## config.mk

```make
export PLATFORM = sky130hd
export DESIGN_NAME = mc_ctrl
export DESIGN_NICKNAME = d
export VERILOG_FILES = /design/src/rtl/mc_ctrl.sv
export SDC_FILE = /design/constraint.sdc
export NUM_CORES = 1
export LEC_CHECK = 0
export BUFFER_PORTS_ARGS = -buffer_cell sky130_fd_sc_hd__buf_2
export CAP_MARGIN = 20
export CORE_MARGIN = 2
export CORE_UTILIZATION = 49
export CTS_BUF_LIST = sky130_fd_sc_hd__clkbuf_4
export DETAILED_ROUTE_END_ITERATION = 8
export GPL_TIMING_DRIVEN = 1
export PLACE_DENSITY = 0.78
export SLEW_MARGIN = 20
export SYNTH_ARGS = -nofsm -noshare
export SYNTH_HDL_FRONTEND = slang
export SYNTH_SLANG_ARGS = --single-unit
```

## constraint.sdc

```tcl
create_clock -name clk -period 1.95 [get_ports clk]
set_input_delay 0.2925 -clock clk [delete_from_list [all_inputs] [get_ports clk]]
set_output_delay 0.2925 -clock clk [all_outputs]
set_load 0.02 [all_outputs]
```

## src/rtl/mc_ctrl.sv

```systemverilog
// Multicycle MIPS control FSM: sequences fetch/decode/execute/memory/writeback,
// drives datapath selects and strobes, and traps on bad opcodes or memory stalls.
module mc_ctrl #(
   parameter int unsigned WAIT_MAX   = 16,
   parameter logic [1:0]  PC_INC_CON = 2'b11
) (
   input  logic       clk,
   input  logic       rst_n,
   input  logic [5:0] opcode,
   input  logic [5:0] funct,
   input  logic       mem_ready,
   output logic       pc_write,
   output logic       pc_write_cond,
   output logic       i_or_d,
   output logic       mem_read,
   output logic       mem_write,
   output logic       ir_write,
   output logic       mem_to_reg,
   output logic       reg_dst,
   output logic       reg_write,
   output logic       alu_src_a,
   output logic [1:0] alu_src_b,
   output logic [1:0] alu_con,
   output logic [1:0] pc_source,
   output logic       illegal,
   output logic       timeout,
   output logic [3:0] state_o
);

   typedef enum logic [3:0] {
      INIT     = 4'd0,
      FETCH    = 4'd1,
      DECODE   = 4'd2,
      MEM_ADDR = 4'd3,
      MEM_RD   = 4'd4,
      MEM_WB   = 4'd5,
      MEM_WR   = 4'd6,
      EXEC     = 4'd7,
      ALU_WB   = 4'd8,
      BRANCH   = 4'd9,
      JUMP     = 4'd10,
      ADDI_EX  = 4'd11,
      ADDI_WB  = 4'd12,
      TRAP     = 4'd13
   } state_t;

   localparam logic [5:0] OP_RTYPE = 6'b000000;
   localparam logic [5:0] OP_LW    = 6'b100011;
   localparam logic [5:0] OP_SW    = 6'b101011;
   localparam logic [5:0] OP_BEQ   = 6'b000100;
   localparam logic [5:0] OP_J     = 6'b000010;
   localparam logic [5:0] OP_ADDI  = 6'b001000;

   localparam logic [5:0] FN_ADD = 6'b100000;
   localparam logic [5:0] FN_SUB = 6'b100010;
   localparam logic [5:0] FN_AND = 6'b100100;
   localparam logic [5:0] FN_OR  = 6'b100101;

   localparam logic [4:0] WAIT_LAST = 5'(WAIT_MAX - 1);

   state_t     state;
   state_t     next;
   logic [4:0] wait_cnt;
   logic       mem_st;
   logic       wait_hit;
   logic       funct_ok;
   logic       set_illegal;
   logic       set_timeout;

   assign mem_st   = (state == FETCH) || (state == MEM_RD) ||
                     (state == MEM_WR);
   assign wait_hit = (wait_cnt == WAIT_LAST) && !mem_ready;
   assign funct_ok = (funct == FN_ADD) || (funct == FN_SUB) ||
                     (funct == FN_AND) || (funct == FN_OR);
   assign state_o  = state;

   always_ff @(posedge clk or negedge rst_n) begin
      if (!rst_n) begin
         state <= INIT;
      end else begin
         state <= next;
      end
   end

   // Staying in a memory state means the access is still stalled.
   always_ff @(posedge clk or negedge rst_n) begin
      if (!rst_n) begin
         wait_cnt <= '0;
      end else if (mem_st && (next == state)) begin
         wait_cnt <= wait_cnt + 5'd1;
      end else begin
         wait_cnt <= '0;
      end
   end

   always_ff @(posedge clk or negedge rst_n) begin
      if (!rst_n) begin
         illegal <= 1'b0;
         timeout <= 1'b0;
      end else begin
         illegal <= illegal | set_illegal;
         timeout <= timeout | set_timeout;
      end
   end

   always_comb begin
      next        = state;
      set_illegal = 1'b0;
      set_timeout = 1'b0;
      unique case (state)
         INIT: next = FETCH;
         FETCH: begin
            if (mem_ready) begin
               next = DECODE;
            end else if (wait_hit) begin
               next        = TRAP;
               set_timeout = 1'b1;
            end
         end
         DECODE: begin
            unique case (1'b1)
               (opcode == OP_RTYPE) && funct_ok: next = EXEC;
               (opcode == OP_LW):                next = MEM_ADDR;
               (opcode == OP_SW):                next = MEM_ADDR;
               (opcode == OP_BEQ):               next = BRANCH;
               (opcode == OP_J):                 next = JUMP;
               (opcode == OP_ADDI):              next = ADDI_EX;
               default: begin
                  next        = TRAP;
                  set_illegal = 1'b1;
               end
            endcase
         end
         MEM_ADDR: next = (opcode == OP_LW) ? MEM_RD : MEM_WR;
         MEM_RD: begin
            if (mem_ready) begin
               next = MEM_WB;
            end else if (wait_hit) begin
               next        = TRAP;
               set_timeout = 1'b1;
            end
         end
         MEM_WB: next = FETCH;
         MEM_WR: begin
            if (mem_ready) begin
               next = FETCH;
            end else if (wait_hit) begin
               next        = TRAP;
               set_timeout = 1'b1;
            end
         end
         EXEC:    next = ALU_WB;
         ALU_WB:  next = FETCH;
         BRANCH:  next = FETCH;
         JUMP:    next = FETCH;
         ADDI_EX: next = ADDI_WB;
         ADDI_WB: next = FETCH;
         TRAP:    next = TRAP;
         default: next = TRAP;
      endcase
   end

   always_comb begin
      pc_write      = 1'b0;
      pc_write_cond = 1'b0;
      i_or_d        = 1'b0;
      mem_read      = 1'b0;
      mem_write     = 1'b0;
      ir_write      = 1'b0;
      mem_to_reg    = 1'b0;
      reg_dst       = 1'b0;
      reg_write     = 1'b0;
      alu_src_a     = 1'b0;
      alu_src_b     = 2'b00;
      alu_con       = 2'b11;
      pc_source     = 2'b00;
      unique case (state)
         FETCH: begin
            mem_read  = 1'b1;
            alu_src_b = 2'b01;
            alu_con   = PC_INC_CON;
            ir_write  = mem_ready;
            pc_write  = mem_ready;
         end
         DECODE: begin
            alu_src_b = 2'b11;
            alu_con   = PC_INC_CON;
         end
         MEM_ADDR: begin
            alu_src_a = 1'b1;
            alu_src_b = 2'b10;
            alu_con   = PC_INC_CON;
         end
         MEM_RD: begin
            mem_read = 1'b1;
            i_or_d   = 1'b1;
         end
         MEM_WB: begin
            reg_write  = 1'b1;
            mem_to_reg = 1'b1;
         end
         MEM_WR: begin
            mem_write = 1'b1;
            i_or_d    = 1'b1;
         end
         EXEC: begin
            alu_src_a = 1'b1;
            unique case (1'b1)
               (funct == FN_SUB): alu_con = 2'b10;
               (funct == FN_AND): alu_con = 2'b00;
               (funct == FN_OR):  alu_con = 2'b01;
               default:           alu_con = 2'b11;
            endcase
         end
         ALU_WB: begin
            reg_write = 1'b1;
            reg_dst   = 1'b1;
         end
         BRANCH: begin
            alu_src_a     = 1'b1;
            alu_con       = 2'b10;
            pc_write_cond = 1'b1;
            pc_source     = 2'b01;
         end
         JUMP: begin
            pc_write  = 1'b1;
            pc_source = 2'b10;
         end
         ADDI_EX: begin
            alu_src_a = 1'b1;
            alu_src_b = 2'b10;
            alu_con   = PC_INC_CON;
         end
         ADDI_WB: begin
            reg_write = 1'b1;
         end
         default: begin
         end
      endcase
   end

endmodule

```

==> flow_summary_export.csv <==
group,metric,value,unit
outcome,status,"complete, no violations",
job,maxCapViolations,0,
synthesis,synth_compound_area_share,20.22,%
synthesis,yosys_warnings,0,
die,die-area,0.002189,mm2
layout,antenna_cells,0,
synthesis,synth_seq_area_share,30.68,%
timing,setup_tns,0,ns
synthesis,synth_nets,129,
synthesis,synthDistinctLibCells,38,
timing,hold_violations,0,
layout,finalNetCount,166,
drt,wire_per_inst,13.29,um
drt,drc,0,
placement,port_buffers,36,
worst_setup_path,required,2.12,ns
layout,design_area,0.001127,mm2
synthesis,synth_top_family_by_area,"simple AND/OR/NAND/NOR gates",
timing,fmax,539.5,MHz
drt,routed_wl,2300,um
worst_setup_path,cp-start-kind,"register",
drt,dr.pass1.iters,5,
die,fp-row-count,15,
layout,multi_input_area,576.8,um2
worst_setup_path,reg2reg_to,"state_o[0]",
placement,dp_hpwl,1825,um
timing,maxSlewHeadroom,69.07,%
synthesis,ys_ff_latch,11,
layout,nFillCells,164,
layout,layout.area.seq,279.0,um2
synthesis,synth_adder_area_share,2.789,%
worst_setup_path,cp_max_fo,4,
clocking,root_buffer,"clkbuf_4",
synthesis,ys_async_sr_fraction,100.0,%
synthesis,syn_inst,112,
worst_setup_path,cpMaxStageDelayCell,"dfrtp_1",
worst_setup_path,cpMostUsedCell,"ha_1",
clocking,cts.sinks,11,
die,start_util,51.96,%
clocking,cts_setup_buffers,0,
timing,tightest_slew,0.4575,ns
worst_setup_path,cp-startpoint,"wait_cnt[0]",
drt,viasPerCell,5.572,
clocking,insertion_delay,0.27,ns
timing,slew_violations,0,
clocking,cts_tree,"done",
pwr,leakagePower,0.5403,nW
global_routing,grt_pass1_wl,3677,um
worst_setup_path,timing.rr.start,"wait_cnt[0]",
worst_setup_path,max_stage_delay,0.40,ns
pwr,irDropWorstVdd,0.0006738,V
synthesis,synth_edf_count,0,
worst_hold_path,hold_class,"in2reg",
synthesis,yosys.area_share.simple,32.50,%
worst_setup_path,reg2reg_slack,0.1,ns
timing,setup_viol,0,
timing,finClkSkew,0.0007432,ns
pwr,power,0.001527,W
timing,post-route-period-util,95.05,%
layout,drive_gt1_share,33.78,%
placement,placed_area,0.001081,mm2
die,die_y,46.79,um
drt,vias,964,
clocking,clkTransAtPathRegs,0.07,ns
synthesis,ys.flop_type,"dfrtp_1",
global_routing,grt_pass1_vias,854,
worst_setup_path,critPathKind,"reg2reg",
drt,drt_iter0_drc,16,
synthesis,synth.area.mux_share,2.371,%
worst_setup_path,cp_cell_sequence,"ha_1, and3_1, ha_1, o32a_1, o22ai_1, a21bo_1",
global_routing,antenna_found_initial,0,
global_routing,gr-usage-all-layers,23.57,%
synthesis,synth_xor_area_share,5.858,%
drt,ant_nets,0,
die,core_area,0.001727,mm2
synthesis,synth_area_per_cell,8.010,um2
worst_setup_path,cp.arrival,2.02,ns
timing,rsz0062_at_grt,"false",
layout,area_growth_syn_to_layout,25.66,%
worst_setup_path,crit_path_end,"state_o[0]",
pwr,powerDensity,1355,mW/mm2
global_routing,grt_max_degree,18,
placement,gp_congestion,0.7842,
worst_setup_path,critPathCaptureType,"register",
die,io_pins,37,
clocking,cts_buffer_depth,2,
synthesis,synth_area,897.1,um2
global_routing,grt-ovfl-total,0,
clocking,cts_made_buffers,3,
die,die_x,46.79,um
worst_setup_path,rr_worst_depth,6,
clocking,cts_htree_levels,1,
timing,finalCriticalPeriod,1.853,ns
cell usage in the layout (no fill, tap or decap), types with 3 or more instances in the layout:
cell	instances
nand2b_1	5
xor2_1	3
inv_1	4
dfrtp_1	8
buf_2	36
o21ai_0	5
nor3_1	3
xnor2_1	3
a21oi_1	4
dfrtp_2	3
nand3_1	4
and3_1	3
clkbuf_4	3
nor2_1	19
nand2_1	10
power breakdown:
| group | leakage [nW] | switching [W] | internal [W] |
|---|---|---|---|
| Combinational | 0.383 | 0.000568 | 0.000366 |
| Clock | 0.0177 | 0.0000813 | 0.0000761 |
| Sequential | 0.139 | 0.000146 | 0.000289 |
layout make-up:
type	instances	area share (%)
clock buffers	3	1.998
clock inverters	1	0.4440
inverters	4	1.332
multi-input cells	91	51.17
flip-flops and latches	11	24.75
well taps	25	2.775
repair buffers	38	17.54
sequential cells by signal, summed over array words and instances, names as in the netlist:
name and flops:
illegal 1, state_o 4, timeout 1, wait_cnt 5
worst min path at each step:
| stage | startpoint | endpoint | cells after the start |
|---|---|---|---|
| floorplan | rst_n | illegal | 0 |
| detailed placement | rst_n | wait_cnt[2] | 1 |
| global placement | rst_n | state_o[2] | 1 |
| global route | opcode[4] | state_o[3] | 4 |
| CTS | opcode[5] | state_o[0] | 4 |
| finish | opcode[4] | state_o[3] | 4 |
layer usage:
| metal | GRT usage [%] | share of wire, % |
|---|---|---|
| met1 | 29.88 | 42 |
| met2 | 39.73 | 51 |
| met3 | 8.077 | 6.0 |
| met4 | 3.889 | 0.74 |
| met5 | 0 | 0 |
cells in the mapped netlist (all sizes together), types with 2 or more instances:
library cell | instances | area, um2
nand3 | 4 | 20.02
nor3 | 4 | 25.02
nand2 | 10 | 37.54
o2bb2ai | 2 | 17.52
xor2 | 3 | 26.28
xnor2 | 3 | 26.28
buf | 6 | 35.03
dfrtp | 11 | 275.3
o211ai | 2 | 15.01
inv | 4 | 15.01
nor3b | 2 | 15.01
a21oi | 4 | 20.02
o21ai | 5 | 25.02
ha | 2 | 25.02
o22ai | 3 | 25.02
nor2 | 19 | 71.32
and3 | 3 | 18.77
nor2b | 2 | 12.51
o32a | 2 | 20.02
nand2b | 7 | 51.30
kinds of logic after synthesis:
kind of cell	count (synthesis)
buffers and inverters	10
adder cells (fa/ha/maj)	2
flip-flops	11
multiplexers	2
XOR/XNOR	6
AND/OR/NAND/NOR	56
AO/OA/AOI/OAI	25
critical path, delay by kind of cell (launching register included):
family	cells	cell delay (ns)
DFF	1	0.40
and+or+nand+nor	1	0.19
AOI/OAI and AO/OA	3	0.71
adders and majority gates	2	0.45
metrics by stage:
stage               utilization [%]  worst slack, ns  hold WS, ns  std cells
floorplan                         -           0.2163    -0.003091        112
global placement              62.61           0.2082       0.1672        168
global route                  65.29          0.01122       0.4093        173
detailed placement            62.61           0.1066       0.1713        168
finish                        65.29          0.09655       0.4045        173
CTS                           64.78          0.01080       0.3941        173
repair_timing:
item / 4_1_cts / 5_1_grt
hold endpoints to repair: 11 / 0
endpoints found under the setup margin: 0 / 6
resized for setup: 0 / 5
hold buffers: 1 / 0
Power figures use the tool's default switching activity.
